===== src/rtl/nibbler_loader_pkg.sv =====
// Shared types and constants for the Nibbler program loader.
// Optional checksum stage: NIBBLER_LOADER_CSUM_EN.
package nibbler_loader_pkg;

  localparam int AW = 12;
  localparam int BW = 8;
  localparam logic [3:0] SYNC_DEF = 4'hA;

  typedef enum logic [2:0] {
    IDLE,
    HDR_HI,
    HDR_LO,
    DATA,
    CSUM,
    DONE,
    ERR
  } state_e;

endpackage


===== src/rtl/nibbler_loader_csum.sv =====
// 8-bit running-sum accumulator for frame checksums.
// Used only when NIBBLER_LOADER_CSUM_EN is defined.
module nibbler_loader_csum
  import nibbler_loader_pkg::*;
(
  input  logic          clock,
  input  logic          reset,
  input  logic          clr,
  input  logic          add,
  input  logic [BW-1:0] din,
  output logic [BW-1:0] sum
);

  logic [BW-1:0] sum_q, sum_d;

  always_comb begin
    sum_d = sum_q;
    if (clr)
      sum_d = '0;
    else if (add)
      sum_d = sum_q + din;
  end

  always_ff @(posedge clock or negedge reset) begin
    if (!reset)
      sum_q <= '0;
    else
      sum_q <= sum_d;
  end

  assign sum = sum_q;

endmodule


===== src/rtl/nibbler_prog_loader.sv =====
// Framed host-to-program-memory loader; holds the CPU until done.
// Optional checksum stage: NIBBLER_LOADER_CSUM_EN.
module nibbler_prog_loader
  import nibbler_loader_pkg::*;
#(
  parameter logic [3:0] SYNC_NIB      = SYNC_DEF,
  parameter bit         HOLD_ON_RESET = 1'b1
) (
  input  logic          clock,
  input  logic          reset,
  input  logic          start,
  input  logic          abort,
  input  logic          s_valid,
  input  logic [BW-1:0] s_data,
  output logic          s_ready,
  output logic          mem_we,
  output logic [AW-1:0] mem_addr,
  output logic [BW-1:0] mem_wdata,
  output logic          cpu_hold,
  output logic          busy,
  output logic          done,
  output logic          error
);

  state_e        state_q, state_d;
  logic [3:0]    hi_q, hi_d;
  logic [AW-1:0] rem_q, rem_d;
  logic [AW-1:0] addr_q, addr_d;
  logic          we_q, we_d;
  logic [AW-1:0] maddr_q, maddr_d;
  logic [BW-1:0] wdata_q, wdata_d;
  logic          xfer;

  assign xfer = s_valid & s_ready;

`ifdef NIBBLER_LOADER_CSUM_EN
  logic          csum_clr;
  logic          csum_add;
  logic [BW-1:0] csum_sum;
  logic [BW-1:0] csum_nx;

  assign csum_nx = csum_sum + s_data;

  nibbler_loader_csum u_csum (
    .clock (clock),
    .reset (reset),
    .clr   (csum_clr),
    .add   (csum_add),
    .din   (s_data),
    .sum   (csum_sum)
  );
`else
  // Holds off DONE one cycle so the last write never overlaps release.
  logic          fin_q, fin_d;
`endif

  always_ff @(posedge clock or negedge reset) begin
    if (!reset) begin
      state_q <= IDLE;
      hi_q    <= '0;
      rem_q   <= '0;
      addr_q  <= '0;
      we_q    <= 1'b0;
      maddr_q <= '0;
      wdata_q <= '0;
`ifndef NIBBLER_LOADER_CSUM_EN
      fin_q   <= 1'b0;
`endif
    end else begin
      state_q <= state_d;
      hi_q    <= hi_d;
      rem_q   <= rem_d;
      addr_q  <= addr_d;
      we_q    <= we_d;
      maddr_q <= maddr_d;
      wdata_q <= wdata_d;
`ifndef NIBBLER_LOADER_CSUM_EN
      fin_q   <= fin_d;
`endif
    end
  end

  always_comb begin
    state_d = state_q;
    hi_d    = hi_q;
    rem_d   = rem_q;
    addr_d  = addr_q;
    we_d    = 1'b0;
    maddr_d = maddr_q;
    wdata_d = wdata_q;
`ifdef NIBBLER_LOADER_CSUM_EN
    csum_clr = 1'b0;
    csum_add = 1'b0;
`else
    fin_d    = fin_q;
`endif
    unique case (state_q)
      IDLE, DONE, ERR: begin
        if (start) begin
          state_d = HDR_HI;
`ifdef NIBBLER_LOADER_CSUM_EN
          csum_clr = 1'b1;
`endif
        end
      end
      HDR_HI: begin
        if (xfer) begin
          hi_d    = s_data[3:0];
          state_d = (s_data[7:4] == SYNC_NIB)
                  ? HDR_LO : ERR;
`ifdef NIBBLER_LOADER_CSUM_EN
          csum_add = 1'b1;
`endif
        end
      end
      HDR_LO: begin
        if (xfer) begin
          rem_d   = {hi_q, s_data};
          addr_d  = '0;
          state_d = DATA;
`ifdef NIBBLER_LOADER_CSUM_EN
          csum_add = 1'b1;
`endif
        end
      end
      DATA: begin
`ifndef NIBBLER_LOADER_CSUM_EN
        if (fin_q) begin
          fin_d   = 1'b0;
          state_d = DONE;
        end
`endif
        if (xfer) begin
          we_d    = 1'b1;
          maddr_d = addr_q;
          wdata_d = s_data;
          addr_d  = addr_q + 1'b1;
          rem_d   = rem_q - 1'b1;
`ifdef NIBBLER_LOADER_CSUM_EN
          csum_add = 1'b1;
          if (rem_q == '0)
            state_d = CSUM;
`else
          if (rem_q == '0)
            fin_d = 1'b1;
`endif
        end
      end
      CSUM: begin
`ifdef NIBBLER_LOADER_CSUM_EN
        if (xfer)
          state_d = (csum_nx == '0) ? DONE : ERR;
`endif
      end
      default: state_d = IDLE;
    endcase
    if (busy && abort) begin
      state_d = ERR;
`ifndef NIBBLER_LOADER_CSUM_EN
      fin_d   = 1'b0;
`endif
    end
  end

  always_comb begin
    s_ready  = 1'b0;
    busy     = 1'b0;
    done     = 1'b0;
    error    = 1'b0;
    cpu_hold = 1'b1;
    unique case (state_q)
      IDLE: cpu_hold = HOLD_ON_RESET;
      HDR_HI, HDR_LO, CSUM: begin
        s_ready = 1'b1;
        busy    = 1'b1;
      end
      DATA: begin
`ifdef NIBBLER_LOADER_CSUM_EN
        s_ready = 1'b1;
`else
        s_ready = !fin_q;
`endif
        busy    = 1'b1;
      end
      DONE: begin
        done     = 1'b1;
        cpu_hold = 1'b0;
      end
      ERR: error = 1'b1;
      default: ;
    endcase
  end

  assign mem_we    = we_q;
  assign mem_addr  = maddr_q;
  assign mem_wdata = wdata_q;

endmodule


===== config.mk =====
export PLATFORM = sky130hd
export DESIGN_NAME = nibbler_prog_loader
export DESIGN_NICKNAME = d
export VERILOG_FILES = /design/src/rtl/nibbler_loader_pkg.sv /design/src/rtl/nibbler_loader_csum.sv /design/src/rtl/nibbler_prog_loader.sv
export SDC_FILE = /design/constraint.sdc
export NUM_CORES = 1
export LEC_CHECK = 0
export CAP_MARGIN = 20
export CORE_AREA = 4 4 84 86
export CTS_BUF_LIST = sky130_fd_sc_hd__clkbuf_4 sky130_fd_sc_hd__clkbuf_8 sky130_fd_sc_hd__clkbuf_16
export CTS_CLUSTER_DIAMETER = 50
export DETAILED_ROUTE_END_ITERATION = 16
export DIE_AREA = 0 0 88 90
export PLACE_DENSITY_LB_ADDON = 0.1
export REMOVE_ABC_BUFFERS = 1
export SYNTH_ARGS = -nofsm -noshare
export SYNTH_HDL_FRONTEND = slang
export SYNTH_HIERARCHICAL = 1
export SYNTH_SLANG_ARGS = --single-unit

===== constraint.sdc =====
create_clock -name clock -period 1.63 [get_ports clock]
set_input_delay 0.163 -clock clock [delete_from_list [all_inputs] [get_ports clock]]
set_output_delay 0.163 -clock clock [all_outputs]
set_load 0.01 [all_outputs]

Word-level counts from Yosys, hierarchy flattened
Index checks and enable logic that the tools add are counted.
Operators by class
  add/subtract/negate cells: 2
  eq/ne operators: 14
  muxes and demuxes: 24
  bitwise gates (word level): 1
  reductions and logical operators: 13
Operators with widths (number)
  2-to-1 mux 12 bit: 4
  case mux 12 bit (2 select lines): 2
  2-to-1 mux 3 bit: 6
  case mux 3 bit (5 select lines): 1
  adder 12 x 1 -> 12 bit (second input constant): 1
  zero test 12 bit: 1
  != test 3 bit (second input constant): 4
  subtractor 12 x 1 -> 12 bit (second input constant): 1
  2-to-1 mux 1 bit: 10
  == test 3 bit (second input constant): 3
  == test 3 x 2 -> 1 bit (second input constant): 2
  != test 2 bit (second input constant): 3
  OR reduction 3 bit: 2
  AND reduction 5 bit: 1
  == test 4 bit (second input constant): 1
  AND reduction 2 bit: 2
  nonzero test 2 bit: 2
  OR reduction 4 bit: 1
  == test 3 x 1 -> 1 bit (second input constant): 1
  zero test 3 bit: 1
  AND reduction 3 bit: 1
  case mux 1 bit (2 select lines): 1
  AND 1 bit: 1
  logical AND 1 bit: 1
  zero test 1 bit: 1
Word-level totals
  bits in registers: 53
  input bits: 13
  output and inout port bits: 26
  word-level logic and storage cells: 62

Depth between registers and ports, before layout
Gate-level depths: netlist (run 1).
  depth after elaboration: 7
  depth in mapped cells: 8
  depth with buffers taken out: 6

Worst setup path before layout (run 1)
OpenSTA, ideal clock, no wires.
  kind: reg-to-reg
  start: reg rem_q[0]
  end: reg rem_q[6]
  library setup time: 0.129 ns
  arrival time: 1.435 ns
  required time: 1.501 ns
  path slack: 0.065 ns
  cell stages (with the launch flop): 7
  path buffers: 0
  period minus slack after synthesis: 1.565 ns
  path through: dfrtp_1 -> inv_1 -> ha_1 -> or3b_1 -> nor3_1 -> o21ai_0 -> o2bb2ai_1
Between the ends
  longest elaborated chain between the ends: 3
RTL lines
  from (decl): line nibbler_prog_loader.sv:27  | logic [AW-1:0] rem_q, rem_d;
  from (signal assigned): line nibbler_prog_loader.sv:72  | rem_q <= rem_d;
  subtractor 12 x 1 -> 12 bit: line nibbler_prog_loader.sv:138  | rem_d = rem_q - 1'b1;
  2-to-1 mux 12 bit: line nibbler_prog_loader.sv:133  | if (xfer) begin
  case mux 12 bit (2 select lines): line nibbler_prog_loader.sv:97  | unique case (state_q)
No other way between the ends. The select of a mux whose other input is x is not followed.
A chain may end at the register's enable or synchronous reset.

Final worst setup path (run 1)
  start: reg state_q[2]
  end: reg state_q[2]
Between the ends
  longest elaborated chain between the ends: 6
  elaborated cells on any way between the ends: 22
  classes of those cells: eq/ne: 11; mux: 4; bitwise: 1; reduce/logical: 6
RTL lines
  from (decl): line nibbler_prog_loader.sv:25  | state_e state_q, state_d;
  from (signal assigned): line nibbler_prog_loader.sv:70  | state_q <= state_d;
  == test 3 x 2 -> 1 bit (tied with other cells): line nibbler_prog_loader.sv:97, nibbler_prog_loader.sv:171
  OR reduction 3 bit / OR reduction 4 bit (equally long branches)
  case mux 1 bit (2 select lines) / 2-to-1 mux 1 bit (equally long branches): line nibbler_prog_loader.sv:171  | unique case (state_q)
  AND 1 bit / logical AND 1 bit (equally long branches): line nibbler_prog_loader.sv:34, nibbler_prog_loader.sv:157
  != test 3 bit (no line) / != test 2 bit (equally long branches)
  AND reduction 5 bit (no line)
Parallel ways exist; a longest one is shown, timed or not.

==> results of run 1 <==
report_power, final:
| part | internal [mW] | total [mW] | switching, mW |
|---|---|---|---|
| sequential | 1.75 | 2.07 | 0.321 |
| combinational | 1.84 | 3.43 | 1.59 |
| clock | 0.618 | 1.08 | 0.463 |
| total | 4.21 | 6.58 | 2.38 |
logic make-up (layout without fill, tap and decap cells):
family                     Yosys count  in the layout  synth area share
AOI/OAI and AO/OA                   75             75             0.181
xor gates and xnor gates             1              1           0.00313
adders and majority gates            3              3            0.0134
buffers and inverters               28            120            0.0479
DFF                                 53             53             0.474
muxes                                5              5            0.0201
and+or+nand+nor                    145            146             0.260
final cells by class:
class                      count  area (um^2)
clock buffer                   5         68.8
sequential                    53         1330
timing repair buffer         102          902
tap                           77         96.3
inverter                      10         42.5
multi-input combinational    230         1490
clock inverter                 3         68.8
fill                         530         2280
timing repair:
action | 4_1_cts | 5_1_grt
setup buffers | 6 | 3
cloned | 0 | 2
pin swaps | 3 | 7
setup endpoints to repair | 22 | 36
hold buffers | 1 | 0
gates resized for setup | 19 | 36
endpoints found under the hold margin | 15 | 0
sequential cells by signal (all words and copies together) (netlist names):
register,count
addr_q,12
fin_q,1
hi_q,4
mem_addr,12
mem_wdata,8
mem_we,1
rem_q,12
state_q,3
layout by cell type (no fill, tap or decap), types with 5 or more instances in the layout:
cell type and n:
a21oi_1 12, and3_1 5, buf_4 55, buf_6 5
clkbuf_8 5, clkdlybuf4s50_1 32, dfrtp_1 50, inv_1 7
mux2_1 5, nand2_1 75, nor2_1 16, nor3_1 7
nor3_2 5, o21ai_1 17, or3_1 5
stage by stage:
stage	setup WS, ps	instance area (um^2)
floorplan	-872	2700
global placement	-128	3610
detailed placement	-174	3610
CTS	-0.617	3820
global route	-45.7	4000
finish	-3.73	4000
worst paths after layout:
kind / startpoint / end / slack (ps) / depth (start not counted)
max: state_q[2] / state_q[2] / -4 / 5
min: reset / mem_addr[0] / 300 / 2
max reg2reg: state_q[2] / state_q[2] / -4 / 5
min reg2reg: mem_addr[5] / mem_addr[5] / 480 / 2
max in group asynchronous: reset / state_q[0] / 780 / 3
min in group clock: s_data[7] / mem_wdata[7] / 440 / 3
layer usage:
metal  vias up  wire length [um]
li1       1274                 -
met2        38              3750
met5         -                 0
met4         0                63
met3         6               186
met1      1245              3260
==> impl_metrics.json, run 1 <==
{
  "ys_top_cells_by_count": "nand2_1 (75), dfrtp_1 (53), o21ai_1 (19), nor2_1 (17), a21oi_1 (12)",
  "ys_top_cells_by_area": "dfrtp_1 (47%), nand2_1 (10%), o21ai_1 (3.4%), nor2_1 (2.3%), a21oi_1 (2.1%)",
  "worstPathMaxFanout": 4,
  "timing.hold.ws_ps": 302,
  "maxCapViolations": 0,
  "ios": 39,
  "grt_remaining_overflow": 0,
  "setup_ws_ps": -3.73,
  "place_congestion": 0.855,
  "routed_wl_um": 7260,
  "synth_async_sr_flop_share": 1.00,
  "worstSkewPairLatency_ps": 310,
  "fin_skew_ps": 4.68,
  "setup_tns_ps": -3.73,
  "rows": 29,
  "worstMarginPinSlew_ps": 447,
  "synth_cell_types": 57,
  "grt_max_degree": 39,
  "track_usage": 0.184,
  "p_per_area_nw_per_um2": 1650,
  "path_clk_slew_ps": 100,
  "grt_use_met3": 0.0320,
  "cp-end-kind": "flip-flop",
  "synthFlopType": "dfrtp_1",
  "fin_cells": 480,
  "die_h_um": 90,
  "ys_seq_elements": 53,
  "grt_pass1_wl_um": 11700,
  "clkSinkCount": 53,
  "die_area_um2": 7920,
  "cp.arrival_ps": 1830,
  "cp_top_family": "compound AO/OA/AOI/OAI gates",
  "grt_use_met2": 0.300,
  "drive_gt1_frac": 0.285,
  "clockRootBuffer": "clkbuf_8",
  "routed_via_density": 5.34,
  "utilization": 0.637,
  "ant_nets": 0,
  "synthToLayoutAreaGrowth_pct": 43.1,
  "netlist_area_um2": 2800,
  "wl_per_cell_um": 15.1,
  "avgSynthCellArea_um2": 9.02,
  "max_slew_margin": 0.699,
  "hp-class": "input port to async pin",
  "htree_levels": 2,
  "port-buffer-count": 38,
  "coreArea_um2": 6280,
  "crit_slowest_cell": "dfrtp_2",
  "violations": "setup timing",
  "critPathLaunchType": "flip-flop",
  "clockBufferDepth": 2,
  "postSynthCellCount": 310,
  "outcome": "finished, violations left",
  "hold_viol": 0,
  "synth_top_cell_by_area": "dfrtp_1",
  "p_leak_nw": 1.88,
  "gr-usage-met1": 0.246,
  "placedCellCount": 460,
  "yosysMostFrequentCell": "nand2_1",
  "required_ps": 1830,
  "via_count": 2563,
  "critical_path.max_stage_delay_ps": 440,
  "diodes": 0,
  "antenna_found_initial": 0,
  "drt-initial-drc-count": 107,
  "crit_type": "flip-flop to flip-flop",
  "path_cells": "buf_4, mux2_1, o221ai_2, a31oi_2, a21boi_2",
  "maxSlewViolCount": 0,
  "finalPower_mw": 6.58,
  "yosysTopAreaCellShare": 0.474,
  "fin_crit_sh": 1.00,
  "die_w_um": 88,
  "synth-edff-count": 0,
  "crit_buf_inv": 1,
  "dr.pass1.iters": 4,
  "grt_busiest_layer": "met2",
  "setup-violations-final": 1,
  "irDropWorstVdd_uv": 982,
  "fin_crit_ps": 1630,
  "drc": 0,
  "numCtsBuffers": 5,
  "nets": 418,
  "rsz0062_at_grt": "yes",
  "ys_warn_count": 6,
  "dpl.hpwl_um": 4980,
  "start_util": 0.445,
  "cts_tree": "built",
  "fmax_mhz": 612,
  "grt_pass1_vias": 2501,
  "synth_seq_area_share": 0.474
}
(Power assumes the default switching activity.)
==> run 2: changes to the inputs <==
CELL_PAD_IN_SITES_DETAIL_PLACEMENT = 0   (was default)
CELL_PAD_IN_SITES_GLOBAL_PLACEMENT = 2   (was default)
CORE_AREA = 4 4 102 104   (was 4 4 84 86)
DIE_AREA = 0 0 106 108   (was 0 0 88 90)
==> impl_metrics.json, run 2 (same netlist as run 1, synthesis figures left out) <==
{
  "grt_pass1_vias": 2565,
  "drc": 0,
  "placedCellCount": 518,
  "crit_buf_inv": 1,
  "path_clk_slew_ps": 100,
  "critPathLaunchType": "flip-flop",
  "place_congestion": 0.724,
  "fin_cells": 540,
  "clockRootBuffer": "clkbuf_8",
  "cp.arrival_ps": 1800,
  "dpl.hpwl_um": 5330,
  "required_ps": 1830,
  "crit_type": "flip-flop to flip-flop",
  "wl_per_cell_um": 14.2,
  "die_h_um": 108,
  "grt_pass1_wl_um": 12700,
  "routed_wl_um": 7660,
  "start_util": 0.293,
  "critical_path.max_stage_delay_ps": 440,
  "maxCapViolations": 0,
  "hold_viol": 0,
  "synthToLayoutAreaGrowth_pct": 45.8,
  "fin_area_um2": 4080,
  "grt_remaining_overflow": 0,
  "maxSlewViolCount": 0,
  "die_area_um2": 11400,
  "clkSinkCount": 53,
  "setup_ws_ps": 22.7,
  "p_leak_nw": 1.88,
  "fin_crit_sh": 0.986,
  "final_cell_mix": "nand2_1 (74), buf_4 (59), dfrtp_1 (50), clkdlybuf4s50_1 (32), o21ai_1 (21)",
  "cp_top_family": "compound AO/OA/AOI/OAI gates",
  "clockBufferDepth": 2,
  "irDropWorstVdd_uv": 972,
  "cts_tree": "built",
  "dp_slack_ps": -175,
  "finalPower_mw": 6.55,
  "hp-class": "input port to async pin",
  "place_area_um2": 3700,
  "dr.pass1.iters": 4,
  "drt-initial-drc-count": 135,
  "track_usage": 0.137,
  "routed_via_density": 4.71,
  "diodes": 0,
  "fin_skew_ps": 7.91,
  "ant_nets": 0,
  "timing.hold.ws_ps": 373,
  "drive_gt1_frac": 0.283,
  "final_common_cell": "nand2_1",
  "rsz0062_at_grt": "yes",
  "crit_slowest_cell": "dfrtp_2",
  "worstPathMaxFanout": 3,
  "cp-end-kind": "flip-flop",
  "max_slew_margin": 0.746,
  "die_w_um": 106,
  "nets": 423,
  "via_count": 2543,
  "worstSkewPairLatency_ps": 310,
  "worstMarginPinSlew_ps": 380,
  "grt_max_degree": 54,
  "setup-violations-final": 0,
  "rows": 36,
  "fmax_mhz": 622,
  "numCtsBuffers": 5,
  "outcome": "complete, no violations",
  "coreArea_um2": 9550,
  "path_cells": "buf_6, nor2b_1, a221o_1, and3_1, a311o_1",
  "port-buffer-count": 38,
  "antenna_found_initial": 0,
  "fin_crit_ps": 1610,
  "htree_levels": 2,
  "p_per_area_nw_per_um2": 1610,
  "ios": 39
}
==> run 2: cell count changes in the layout (fill, tap and decap cells not counted), sizes merged <==
| cell | before | now |
|---|---|---|
| clkdlybuf4s15 | 1 | 2 |
| inv | 11 | 10 |
| bufinv | 2 | 1 |
| dlygate4sd2 | 2 | 1 |
| clkbuf | 6 | 5 |
| buf | 65 | 72 |
| clkinv | 0 | 1 |
| and3b | 2 | 1 |
==> run 2: routing by layer <==
metal	GRT usage	wire length, um
met1	0.174	3500
met2	0.242	3840
met3	0.0251	230
met4	0.0315	77
met5	0	0
==> run 2: worst paths after layout <==
| check | startpoint | endpoint | slack (ps) | cells after the start |
|---|---|---|---|---|
| setup / recovery | state_q[1] | state_q[1] | 20 | 5 |
| hold / removal | reset | mem_we | 370 | 3 |
| setup reg to reg | state_q[1] | state_q[1] | 20 | 5 |
| hold reg to reg | mem_addr[1] | mem_addr[1] | 480 | 2 |
| max in group asynchronous | reset | rem_q[2] | 960 | 3 |
| min in group clock | s_data[1] | mem_wdata[1] | 460 | 3 |
==> run 2: repair_timing <==
item                                    in CTS  in global routing
pin swaps                                    5                  9
resized for setup                           26                 27
endpoints found under the setup margin      14                 25
endpoints found under the hold margin       53                  0
hold buffers                                 1                  0
buffers inserted                             6                  8
==> run 2: final cells by class <==
| cell class | count | area, um^2 |
|---|---|---|
| Clock buffer | 5 | 68.8 |
| Clock inverter | 2 | 35.0 |
| Fill cell | 998 | 5470 |
| Inverter | 10 | 40.0 |
| Multi-Input combinational cell | 229 | 1460 |
| Sequential cell | 53 | 1330 |
| Tap cell | 133 | 166 |
| Timing Repair Buffer | 108 | 973 |
==> run 2: metrics by stage <==
step	TNS (ps)	util
final	0	0.427
after global routing	-154	0.427
after CTS	0	0.408
after detailed placement	-3460	0.388
after global placement	-2630	0.388
after floorplan	-16090	-
==> run 2: worst reg2reg max path: cells and delay by family (launching register included) <==
family | cells | cell delay (ps)
flip-flops | 1 | 440
AO/OA/AOI/OAI | 2 | 620
buffers and inverters | 1 | 130
AND/OR/NAND/NOR | 2 | 310
==> run 2: power by group <==
part	switching, mW	total, mW	internal [mW]
registers	0.309	2.06	1.75
clock network	0.452	0.900	0.448
logic	1.60	3.59	1.99
